[config.mk]
export PLATFORM = sky130hd
export DESIGN_NAME = perf_counter_reader
export DESIGN_NICKNAME = d
export VERILOG_FILES = /design/src/rtl/lc3b_types.sv /design/src/rtl/perf_addr_decode.sv /design/src/rtl/perf_counter_reader.sv
export SDC_FILE = /design/constraint.sdc
export NUM_CORES = 1
export LEC_CHECK = 0
export CORE_MARGIN = 10
export CORE_UTILIZATION = 33
export DETAILED_ROUTE_END_ITERATION = 7
export GPL_TIMING_DRIVEN = 0
export PLACE_DENSITY = 0.79
export SYNTH_ARGS = -nofsm -noshare
export SYNTH_HDL_FRONTEND = slang
export SYNTH_SLANG_ARGS = --single-unit
[constraint.sdc]
create_clock -name clk -period 1.7 [get_ports clk]
set_input_delay 0.34 -clock clk [delete_from_list [all_inputs] [get_ports clk]]
set_output_delay 0.34 -clock clk [all_outputs]
set_load 0.02 [all_outputs]
[src/rtl/lc3b_types.sv]
// Shared types for the performance-counter register window.
package lc3b_types;

    typedef logic [15:0] lc3b_word;

    typedef enum logic [1:0] {
        IDLE    = 2'd0,
        CAPTURE = 2'd1,
        CLEAR   = 2'd2,
        RESP    = 2'd3
    } perf_state_t;

    localparam lc3b_word   PERF_BASE_ADDR = 16'hFF00;
    localparam logic [3:0] PERF_ID_INDEX  = 4'hF;

endpackage

[src/rtl/perf_addr_decode.sv]
// Combinational decode of a byte address into window hit and register index.
module perf_addr_decode
    import lc3b_types::*;
#(
    parameter int       NUM_COUNTERS = 8,
    parameter lc3b_word BASE_ADDR    = PERF_BASE_ADDR
) (
    input  lc3b_word    address,
    output logic        hit,
    output logic [3:0]  index,
    output logic        index_valid
);

    logic unused_byte_sel;

    assign hit             = (address[15:5] == BASE_ADDR[15:5]);
    assign index           = address[4:1];
    assign index_valid     = int'(index) < NUM_COUNTERS;
    assign unused_byte_sel = address[0];

endmodule

[src/rtl/perf_counter_reader.sv]
// Memory-mapped reader/clearer for performance counters.
// Define PERF_CLEAR_ON_READ_EN to make counter reads destructive.
module perf_counter_reader
    import lc3b_types::*;
#(
    parameter int       NUM_COUNTERS = 8,
    parameter lc3b_word BASE_ADDR    = PERF_BASE_ADDR
) (
    input  logic                    clk,
    input  logic                    reset,
    input  lc3b_word                count_in [NUM_COUNTERS],
    input  logic                    mem_read,
    input  logic                    mem_write,
    input  lc3b_word                mem_address,
    input  lc3b_word                mem_wdata,
    output logic                    mem_resp,
    output lc3b_word                mem_rdata,
    output logic [NUM_COUNTERS-1:0] clear_out
);

    perf_state_t state, next_state;

    logic       hit;
    logic [3:0] index;
    logic       index_valid;

    logic       req_read;
    logic       req_clr;
    logic       req_valid;
    logic [3:0] req_index;
    lc3b_word   hold;
    lc3b_word   rd_value;
    logic [NUM_COUNTERS-1:0] sel;

    logic accept;
    logic unused_wdata;

    assign unused_wdata = ^mem_wdata[15:1];

    perf_addr_decode #(
        .NUM_COUNTERS(NUM_COUNTERS),
        .BASE_ADDR   (BASE_ADDR)
    ) u_decode (
        .address    (mem_address),
        .hit        (hit),
        .index      (index),
        .index_valid(index_valid)
    );

    assign accept = (state == IDLE) && hit && (mem_read || mem_write);

    always_ff @(posedge clk) begin
        if (reset) state <= IDLE;
        else       state <= next_state;
    end

    // Request fields are captured once so later bus changes are ignored.
    always_ff @(posedge clk) begin
        if (reset) begin
            req_read  <= 1'b0;
            req_clr   <= 1'b0;
            req_valid <= 1'b0;
            req_index <= 4'h0;
        end else if (accept) begin
            req_read  <= mem_read;
            req_clr   <= mem_wdata[0];
            req_valid <= index_valid;
            req_index <= index;
        end
    end

    always_ff @(posedge clk) begin
        if (reset)                 hold <= '0;
        else if (state == CAPTURE) hold <= rd_value;
    end

    always_comb begin
        rd_value = '0;
        sel      = '0;
        for (int i = 0; i < NUM_COUNTERS; i++) begin
            if (req_valid && req_index == 4'(i)) begin
                rd_value = count_in[i];
                sel[i]   = 1'b1;
            end
        end
        if (req_index == PERF_ID_INDEX) rd_value = 16'(NUM_COUNTERS);
    end

    always_comb begin
        next_state = state;
        unique case (state)
            IDLE: begin
                if (hit && mem_read)       next_state = CAPTURE;
                else if (hit && mem_write) next_state = CLEAR;
            end
            CAPTURE: next_state = RESP;
            CLEAR:   next_state = RESP;
            RESP:    next_state = IDLE;
            default: next_state = IDLE;
        endcase
    end

    always_comb begin
        mem_resp  = 1'b0;
        mem_rdata = '0;
        clear_out = '0;
        unique case (state)
            CLEAR: begin
                if (req_clr) begin
                    if (req_index == PERF_ID_INDEX) clear_out = '1;
                    else                            clear_out = sel;
                end
            end
            RESP: begin
                mem_resp = 1'b1;
                if (req_read) mem_rdata = hold;
`ifdef PERF_CLEAR_ON_READ_EN
                if (req_read) clear_out = sel;
`endif
            end
            default: ;
        endcase
    end

endmodule

==> flow_summary.html <==
<table>
<tr><th>Metric</th><th>Value</th></tr>
<tr><th colspan="2">Run status</th></tr>
<tr><td>Status</td><td>complete, but fails checks</td></tr>
<tr><td>Violated checks</td><td>negative setup slack</td></tr>
<tr><th colspan="2">Finish</th></tr>
<tr><td>Leading cell type in the layout, fill and taps excluded</td><td>sky130_fd_sc_hd__clkdlybuf4s50_1</td></tr>
<tr><td># fillers</td><td>619</td></tr>
<tr><td>Multi-input gate area</td><td>about 2400 um^2</td></tr>
<tr><td>Ratio of cells with drive above 1 in the final layout</td><td>0.3887</td></tr>
<tr><td>Diode insertion count for antenna repair</td><td>0</td></tr>
<tr><td>Final instance area</td><td>5580 um^2</td></tr>
<tr><td>Total area of sequential cells</td><td>528.0 um^2</td></tr>
<tr><td>Area added between synthesis and finish</td><td>102.3%</td></tr>
<tr><td>Commonest non-fill, non-tap cells in the layout</td><td>sky130_fd_sc_hd__clkdlybuf4s50_1 (141), sky130_fd_sc_hd__buf_4 (45), sky130_fd_sc_hd__mux2_2 (27)</td></tr>
<tr><td>Layout Nets</td><td>718</td></tr>
<tr><th colspan="2">Yosys</th></tr>
<tr><td>Asr flop ratio synth</td><td>0</td></tr>
<tr><td>EDFF count, synth</td><td>0</td></tr>
<tr><td>Post-synth top flop</td><td>sky130_fd_sc_hd__dfxtp_1</td></tr>
<tr><td>Number of distinct library cell variants in the gate-level netlist after synthesis</td><td>51</td></tr>
<tr><td>Synth Area in XOR/XNOR</td><td>0</td></tr>
<tr><td>Post-Synth Simple-Gate Area</td><td>0.2517</td></tr>
<tr><td>Flop and latch count out of synthesis</td><td>25</td></tr>
<tr><td>Fraction of the yosys area taken by sequential cells</td><td>0.1814</td></tr>
<tr><td>Fraction of synthesized area in multiplexers</td><td>0.1506</td></tr>
<tr><td>Adder-Cell Fraction of Synth Area</td><td>0.02268</td></tr>
<tr><td>Combinational family with the most area after synthesis</td><td>compound AO/OA/AOI/OAI gates</td></tr>
<tr><td>Post-synth net total</td><td>about 500</td></tr>
<tr><td>Combined area of all synthesized cells</td><td>2759 um^2</td></tr>
<tr><td>Syn Area/Cell</td><td>8.386 um^2</td></tr>
<tr><td>Synthesized-area fraction occupied by ao, oa, aoi and oai cells</td><td>0.3215</td></tr>
<tr><td>Synth warn</td><td>0</td></tr>
<tr><td>Post-Synthesis Cells</td><td>approximately 330</td></tr>
<tr><th colspan="2">STA</th></tr>
<tr><td>Transition time at the pin with the least slew margin</td><td>480.8 ps</td></tr>
<tr><td>Total count of max-transition violations in the final report</td><td>0</td></tr>
<tr><td>Setup repair after global routing missed its margin</td><td>true</td></tr>
<tr><td>Slew Limit Headroom</td><td>0.6783</td></tr>
<tr><td>Clock tree skew after final layout</td><td>4.090 ps</td></tr>
<tr><td>Final critical delay including setup and external delays</td><td>between 2000 and 2500 ps</td></tr>
<tr><td>Final setup margin</td><td>-397.5 ps</td></tr>
<tr><td>Final setup violating endpoints</td><td>23</td></tr>
<tr><td>Number of hold-slack violations in the final timing report</td><td>0</td></tr>
<tr><td>Post-route clock period utilization</td><td>1.234</td></tr>
<tr><td>Achievable clock frequency</td><td>about 480 MHz</td></tr>
<tr><th colspan="2">Drt</th></tr>
<tr><td>Routed via count divided by cell count</td><td>a little under 6</td></tr>
<tr><td>Number of DRC markers in iteration 0</td><td>between 200 and 250</td></tr>
<tr><td>Count of antenna-violating nets left after detailed routing</td><td>0</td></tr>
<tr><td>Routed vias</td><td>approximately 3.8k</td></tr>
<tr><td>Number of design rule violations left after detail routing</td><td>0</td></tr>
<tr><td>Overall routed net length</td><td>14.50 mm</td></tr>
<tr><td>Routed length per instance</td><td>roughly 22 um</td></tr>
<tr><td>Number of optimization iterations in the first detailed-route pass</td><td>5</td></tr>
<tr><th colspan="2">Clock network</th></tr>
<tr><td>CTS buffer count</td><td>3</td></tr>
<tr><td>CTS max path bufs</td><td>2</td></tr>
<tr><td>Clock slew at reported path FFs</td><td>100 ps</td></tr>
<tr><td>Number of sinks handled by clock tree synthesis</td><td>25</td></tr>
<tr><td>Clock latency at the later pin of the worst-skew pair</td><td>280 ps</td></tr>
<tr><td>Number of H-tree levels</td><td>1</td></tr>
<tr><td>Master cell of the clock root buffer</td><td>sky130_fd_sc_hd__clkbuf_8</td></tr>
<tr><td>Count of hold-fix buffers inserted at cts</td><td>0</td></tr>
<tr><td>Clock tree from TritonCTS</td><td>built</td></tr>
<tr><th colspan="2">Global routing</th></tr>
<tr><td>Via count of the first global-routing pass</td><td>4095</td></tr>
<tr><td>First-pass GRT wire length</td><td>22.04 mm</td></tr>
<tr><td>Maximum number of pins on one net before global-route repair</td><td>14</td></tr>
<tr><td>Initial antenna violation count</td><td>0</td></tr>
<tr><td>GRT Overall Usage</td><td>0.2121</td></tr>
<tr><td>GRT overflow</td><td>0</td></tr>
<tr><th colspan="2">Power</th></tr>
<tr><td>Total power of the final layout</td><td>1829 uW</td></tr>
<tr><td>IR drop worst, VDD</td><td>0.1899 mV</td></tr>
<tr><td>Pwr/cell area</td><td>327.8 nW/um^2</td></tr>
<tr><td>Static leakage power</td><td>0.002041 uW</td></tr>
<tr><th colspan="2">Floorplan</th></tr>
<tr><td>Overall die height</td><td>111.4 um</td></tr>
<tr><td>Number of rows created at floorplan</td><td>33</td></tr>
<tr><td>Die W</td><td>about 110 um</td></tr>
<tr><td>Full die area</td><td>roughly 12000 um^2</td></tr>
<tr><td>Io pins</td><td>189</td></tr>
<tr><td>Initial cell density of the core</td><td>0.3375</td></tr>
<tr><td>Core area</td><td>8175 um^2</td></tr>
<tr><th colspan="2">Min path</th></tr>
<tr><td>Class of the most critical hold timing path</td><td>reg -&gt; reg</td></tr>
<tr><td>Number of cells on the worst hold path</td><td>2</td></tr>
<tr><th colspan="2">Setup path</th></tr>
<tr><td>Startpoint types</td><td>flop</td></tr>
<tr><td>Crit path arrival time</td><td>between 1500 and 2000 ps</td></tr>
<tr><td>WP data required</td><td>1360 ps</td></tr>
<tr><td>Crit Path Class</td><td>reg -&gt; out</td></tr>
<tr><td>Cell depth of the worst flop-to-flop path</td><td>8</td></tr>
<tr><td>Crit end category</td><td>output pin</td></tr>
<tr><td>Critical Path Fanout Max</td><td>4</td></tr>
<tr><th colspan="2">Job</th></tr>
<tr><td>Max-cap violation count</td><td>0</td></tr>
<tr><th colspan="2">Placement</th></tr>
<tr><td>Post-DP HPWL</td><td>10.55 mm</td></tr>
<tr><td>Port bufs</td><td>172</td></tr>
<tr><td>Routability congestion estimate</td><td>0.8544</td></tr>
<tr><td>Cell Area, Placed</td><td>about 4700 um^2</td></tr>
</table>
-- final timing paths --
| kind | end | startpoint | slack [ps] |
|---|---|---|---|
| setup reg to reg | hold[8] | req_index[3] | -230 |
| hold reg to reg | hold[5] | hold[5] | 500 |
| setup / recovery | clear_out[0] | req_index[3] | -400 |
| hold / removal | hold[5] | hold[5] | 500 |
-- critical path, stage by stage, from the launching register on --
cell                      delay, ps
sky130_fd_sc_hd__dfxtp_2        340
sky130_fd_sc_hd__buf_6          130
sky130_fd_sc_hd__or3b_4         410
sky130_fd_sc_hd__or3_4          350
sky130_fd_sc_hd__a21oi_4        130
sky130_fd_sc_hd__buf_6          130
-- routing by layer --
metal / track usage / routed length, um / vias to the layer above
met3: 0.04777 / 1103 / 42
met1: 0.2307 / 5295 / 1816
li1: - / - / 1725
met4: 0.08141 / 540 / 0
met5: 0 / 0 / -
met2: 0.3888 / 7561 / 215
-- cell families (layout without fill, tap and decap cells) --
| group | Yosys count | after routing |
|---|---|---|
| and+or+nand+nor | 116 | 116 |
| muxes | 38 | 38 |
| DFF | 25 | 25 |
| adders and majority gates | 5 | 5 |
| AOI/OAI and AO/OA | 105 | 105 |
| buffers and inverters | 40 | 259 |
-- report_power, final --
part / internal (uW) / switching, uW
clock network: 168 / 209
registers: 598 / 22.2
logic: 485 / 346
total: 1250 / 578
-- Yosys cell counts, drive strengths merged, types with 4 or more instances --
cell type,number,share of area
a21oi,7,0.013
a221o,13,0.047
a221oi,26,0.11
a22oi,13,0.035
a31oi,4,0.0091
and3,16,0.036
buf,18,0.042
clkbuf,18,0.024
dfxtp,25,0.18
ha,5,0.023
inv,4,0.0054
mux2,28,0.11
mux2i,10,0.036
nand2,31,0.042
nand2b,26,0.059
nand3,5,0.0091
nor2,7,0.0095
nor2b,7,0.016
o211ai,14,0.038
o21ai,14,0.025
or3,4,0.0091
-- through the flow --
stage          cells  setup TNS (ps)  hold WS (ps)  setup slack (ps)    util
6_report         653           -5214         501.8            -397.5  0.6826
3_3_place_gp     606          -20070         464.0            -817.7  0.5803
3_5_place_dp     606          -20890         485.5            -806.4  0.5803
2_1_floorplan    329          -111.5         449.0            -50.25       -
4_1_cts          647           -4787         488.0            -404.5  0.6642
5_1_grt          653           -6861         525.7            -432.6  0.6826
-- final cells by class --
type	instances	share of cell area
buffer	32	0.06457
inverter	4	0.002691
tap	105	0.02354
clock buffer	4	0.008072
sequential	25	0.09462
timing repair buffer	219	0.3740
multi-input combinational	264	0.4325
-- what timing repair did --
item | 4_1_cts | 5_1_grt
gates resized for setup | 213 | 38
endpoints found under the hold margin | 0 | 0
buffers inserted | 37 | 11
setup endpoints to repair | 50 | 43
pin swaps | 44 | 13
cloned | 2 | 0
-- sequential cells by signal, indices dropped and copies added (netlist names) --
| name | cells |
|---|---|
| state | 2 |
| req_read | 1 |
| req_index | 4 |
| hold | 16 |
| req_clr | 1 |
| req_valid | 1 |
Note: power is estimated with default switching activity, not from simulation.
==> patch 1 (config.mk and constraints unchanged) <==
The 4 states of `perf_state_t` get a one-hot encoding in 4 bits.
--- a/src/rtl/lc3b_types.sv
+++ b/src/rtl/lc3b_types.sv
@@ -5,7 +5,7 @@
 
-    typedef enum logic [1:0] {
-        IDLE    = 2'd0,
-        CAPTURE = 2'd1,
-        CLEAR   = 2'd2,
-        RESP    = 2'd3
+    typedef enum logic [3:0] {
+        IDLE    = 4'b0001,
+        CAPTURE = 4'b0010,
+        CLEAR   = 4'b0100,
+        RESP    = 4'b1000
     } perf_state_t;
Function: no difference found for any inputs over 10 cycles, from zero or initial values and one cycle with reset high; not proved beyond that.
==> patch 1 against the original RTL <==
  * The flow still finishes with violations (negative setup slack)
  * Sequential cell count rose by 2
  * Total power is 19% lower
  * Worst setup slack better by 0.0034 ns
  * Count of clock-buffer cells in the layout is 1 lower
  * Wire length fell by 6.3%
  * Final area fell by 7.4%
  * Synthesized area fell by 16%
  * Clock skew grew 0.0095 ns
  * Core utilization up 7.3 points
  * Via count shrank 7.0%
  * Critical endpoint is now mem_rdata[8]
  * Largest power group is now sequential cells
==> patch 1: results <==
set metrics [dict create \
    synth.net_count 478 \
    yosysSeqAreaShare_pct 23.3 \
    p_leak_nw 1.97 \
    track_usage_pct 22.1 \
    vias 3531 \
    grt_pass1_vias 3657 \
    wl_per_cell_um 21.8 \
    status "finished, violations left" \
    grt_pass1_wl_um 19800 \
    r2r_end "req_clr$_SDFFE_PP0P_" \
    num_rows 30 \
    dpl_cell_area_um2 4260 \
    grt_max_degree 17 \
    synth_compound_area_share_pct 37.7 \
    cpPeakStageDelay_ns 0.38 \
    synth_area_leaders "dfxtp_1 23%, o21ai_0 8.2%, o221a_2 6.8%, a221oi_1 5.7%, a211o_1 5.3%" \
    met1_usage_pct 25.4 \
    finalWorstSetupSlack_ns -0.394 \
    critical-path-top-delay-family "buffers and inverters" \
    drive_gt1_share_pct 34.9 \
    wl_met3_um 1270 \
    clkCellAreaFrac_pct 0.945 \
    setup_viol 49 \
    skew_ns 0.0135 \
    buffers 239 \
    place.gp.congestion 0.862 \
    fillers 498 \
    inv_count 2 \
    hp-start "hold[5]$_SDFFE_PP0P_" \
    seq_area_um2 563 \
    place_ws_ns -1.21 \
    synth-xor-area-share_pct 0.377 \
    drtIter0Drc 158 \
    dp_hpwl_um 9530 \
    buf_share_pct 45.2 \
    synthTopCellsByCount "38 x o21ai_0, 27 x dfxtp_1, 26 x clkbuf_1" \
    reg2reg_depth 6 \
    use_met3_pct 6.44 \
    violations "negative setup slack" \
    nMultiInputCombCells 255 \
    met1_length_um 5210 \
    p_sw_uw 357 \
    cp-startpoint "state[0]$_SDFFE_PP1P_" \
    reg_top3 "hold: 16 flops, req_index: 4 flops, state: 4 flops" \
    min_to "hold[5]$_SDFFE_PP0P_" \
    max-vdd-ir-drop_v 0.000280 \
    path_clk_slew_ns 0.12 \
    synth.area.mux_share_pct 2.64 \
    cts_resized 227 \
    n_clock_buffer 3 \
    reg2reg_from "state[1]$_SDFFE_PP0P_" \
    synth_cell_types 41 \
    min_path_type "reg2reg" \
]
[patch 1: changes by cell type in the layout (fill, tap and decap cells not counted), moves of 14 or more]
cell,change
a211o_1,+14
mux2_2,-26
nand2b_1,-25
o21ai_1,+22
o221a_2,+14
o2bb2ai_1,+14
[patch 1: stage by stage]
stage               hold WS (ns)  setup TNS [ns]  power [mW]  instances  util, %
floorplan                  0.417           -2.06       0.706        314        -
finish                     0.456          -10.83        1.48        623     75.6
global placement           0.427          -26.84        1.06        582     62.4
detailed placement         0.436          -27.50        1.06        582     62.4
CTS                        0.460          -11.75        1.44        610     70.0
global route               0.473          -13.43        1.50        623     75.6
[patch 1: power groups by stage]
stage	sequential (mW)	combinational (mW)	clock [mW]
CTS	0.624	0.424	0.391
finish	0.624	0.441	0.411
global route	0.624	0.465	0.412
floorplan	0.647	0.0590	0
detailed placement	0.647	0.418	0
global placement	0.647	0.414	0
==> patch 2 (same settings) <==
Without the edit above. `NUM_COUNTERS` is set to 8 in 2 places; all go to 4.
--- a/src/rtl/perf_addr_decode.sv
+++ b/src/rtl/perf_addr_decode.sv
@@ -4,3 +4,3 @@
 #(
-    parameter int       NUM_COUNTERS = 8,
+    parameter int       NUM_COUNTERS = 4,
     parameter lc3b_word BASE_ADDR    = PERF_BASE_ADDR
--- a/src/rtl/perf_counter_reader.sv
+++ b/src/rtl/perf_counter_reader.sv
@@ -5,3 +5,3 @@
 #(
-    parameter int       NUM_COUNTERS = 8,
+    parameter int       NUM_COUNTERS = 4,
     parameter lc3b_word BASE_ADDR    = PERF_BASE_ADDR
Interface: changed (resized clear_out and count_in); port bits go from 189 to 121. No check against the original RTL was run, so the function may have changed too.
==> patch 2 against the original RTL <==
  * The run still ends with negative setup slack left
  * Wire length fell by 54%
  * Highest routed layer unchanged
  * Synthesized area fell by 43%
  * Sequential cell count did not move
  * Total power fell by 19%
  * Largest cell class unchanged
  * Worst setup slack improved by 0.14 ns
  * Final area fell by 47%
  * Global-route usage fell by 5.3 points
==> patch 2: results <==
set metrics [dict create \
    finalWorstSetupSlack_ns -0.261 \
    cpPeakStageDelay_ns 0.37 \
    syn-cell-area_um2 1580 \
    worstPathMaxFanout 3 \
    buf_share_pct 40.4 \
    met1_length_um 2800 \
    multi_input_area_share_pct 37.6 \
    clkCellAreaFrac_pct 1.66 \
    cts_resized 125 \
    finalNetCount 424 \
    place.gp.congestion 0.796 \
    status "finished, violations left" \
    dr_wl_met2_um 3240 \
    synth_area_leaders "dfxtp_1 32%, a211o_1 8.3%, o221ai_1 8.3%, o21ai_0 6.7%, and3_1 6.3%" \
    buffers 130 \
    setup_viol 4 \
    grt_pass1_wl_um 10300 \
    use_met2_pct 28.4 \
    slew-limit-headroom_pct 64.0 \
    violations "negative setup slack" \
    track_usage_pct 15.9 \
    cts_setup_buffers 11 \
    crit_arrival_ns 1.62 \
    wl_per_cell_um 17.8 \
    fillers 420 \
    seq_share_pct 17.4 \
    port_buffers 104 \
    drtPass1Iterations 4 \
    vias 2007 \
    max-vdd-ir-drop_v 0.000320 \
    dp_hpwl_um 5180 \
]
patch 2: changes by cell type after synthesis, sizes merged, moves of 5 or more:
cell | unedited run | this run
a211o | 0 | 15
a21oi | 7 | 12
a221o | 13 | 0
a221oi | 26 | 0
a22oi | 13 | 0
buf | 18 | 2
mux2 | 28 | 0
mux2i | 10 | 1
nand2 | 31 | 19
nand2b | 26 | 1
nor2b | 7 | 15
o211ai | 14 | 0
o21ai | 14 | 21
o221ai | 0 | 15
patch 2: power by group:
group | internal [mW] | switching, mW | total, mW | leakage (nW)
clock | 0.166 | 0.191 | 0.357 | 0.0217
combinational | 0.277 | 0.206 | 0.484 | 1.00
sequential | 0.611 | 0.0228 | 0.634 | 0.205
patch 2: cells by family after synthesis:
kind of cell    count (synthesis)  synth area share, %
fa+ha+maj                       5                 3.97
flops                          25                 31.7
simple gates                   77                 26.9
mux                             1                0.635
compound gates                 71                 31.4
buf+inv                        22                 5.40
patch 2: metrics by stage:
step           util [%]  TNS, ns  setup WS (ns)  instances
3_5_place_dp       58.0   -14.77         -0.878        359
6_report           62.6   -0.753         -0.261        372
3_3_place_gp       58.0   -14.06         -0.802        359
5_1_grt            62.6    -1.08         -0.311        372
2_1_floorplan         -   -0.543         -0.348        201
4_1_cts            61.6   -0.961         -0.274        371
patch 2: worst paths after layout:
check                                               to  slack (ns)  cells after the start                 startpoint
worst max-delay path                      clear_out[0]       -0.26                      5  req_index[3]$_SDFFE_PP0P_
worst min-delay path             hold[10]$_SDFFE_PP0N_        0.45                      2      hold[10]$_SDFFE_PP0N_
worst max register to register  req_valid$_SDFFE_PP0P_        0.07                      5      state[1]$_SDFFE_PP0P_
worst min register to register   hold[10]$_SDFFE_PP0N_        0.45                      2      hold[10]$_SDFFE_PP0N_
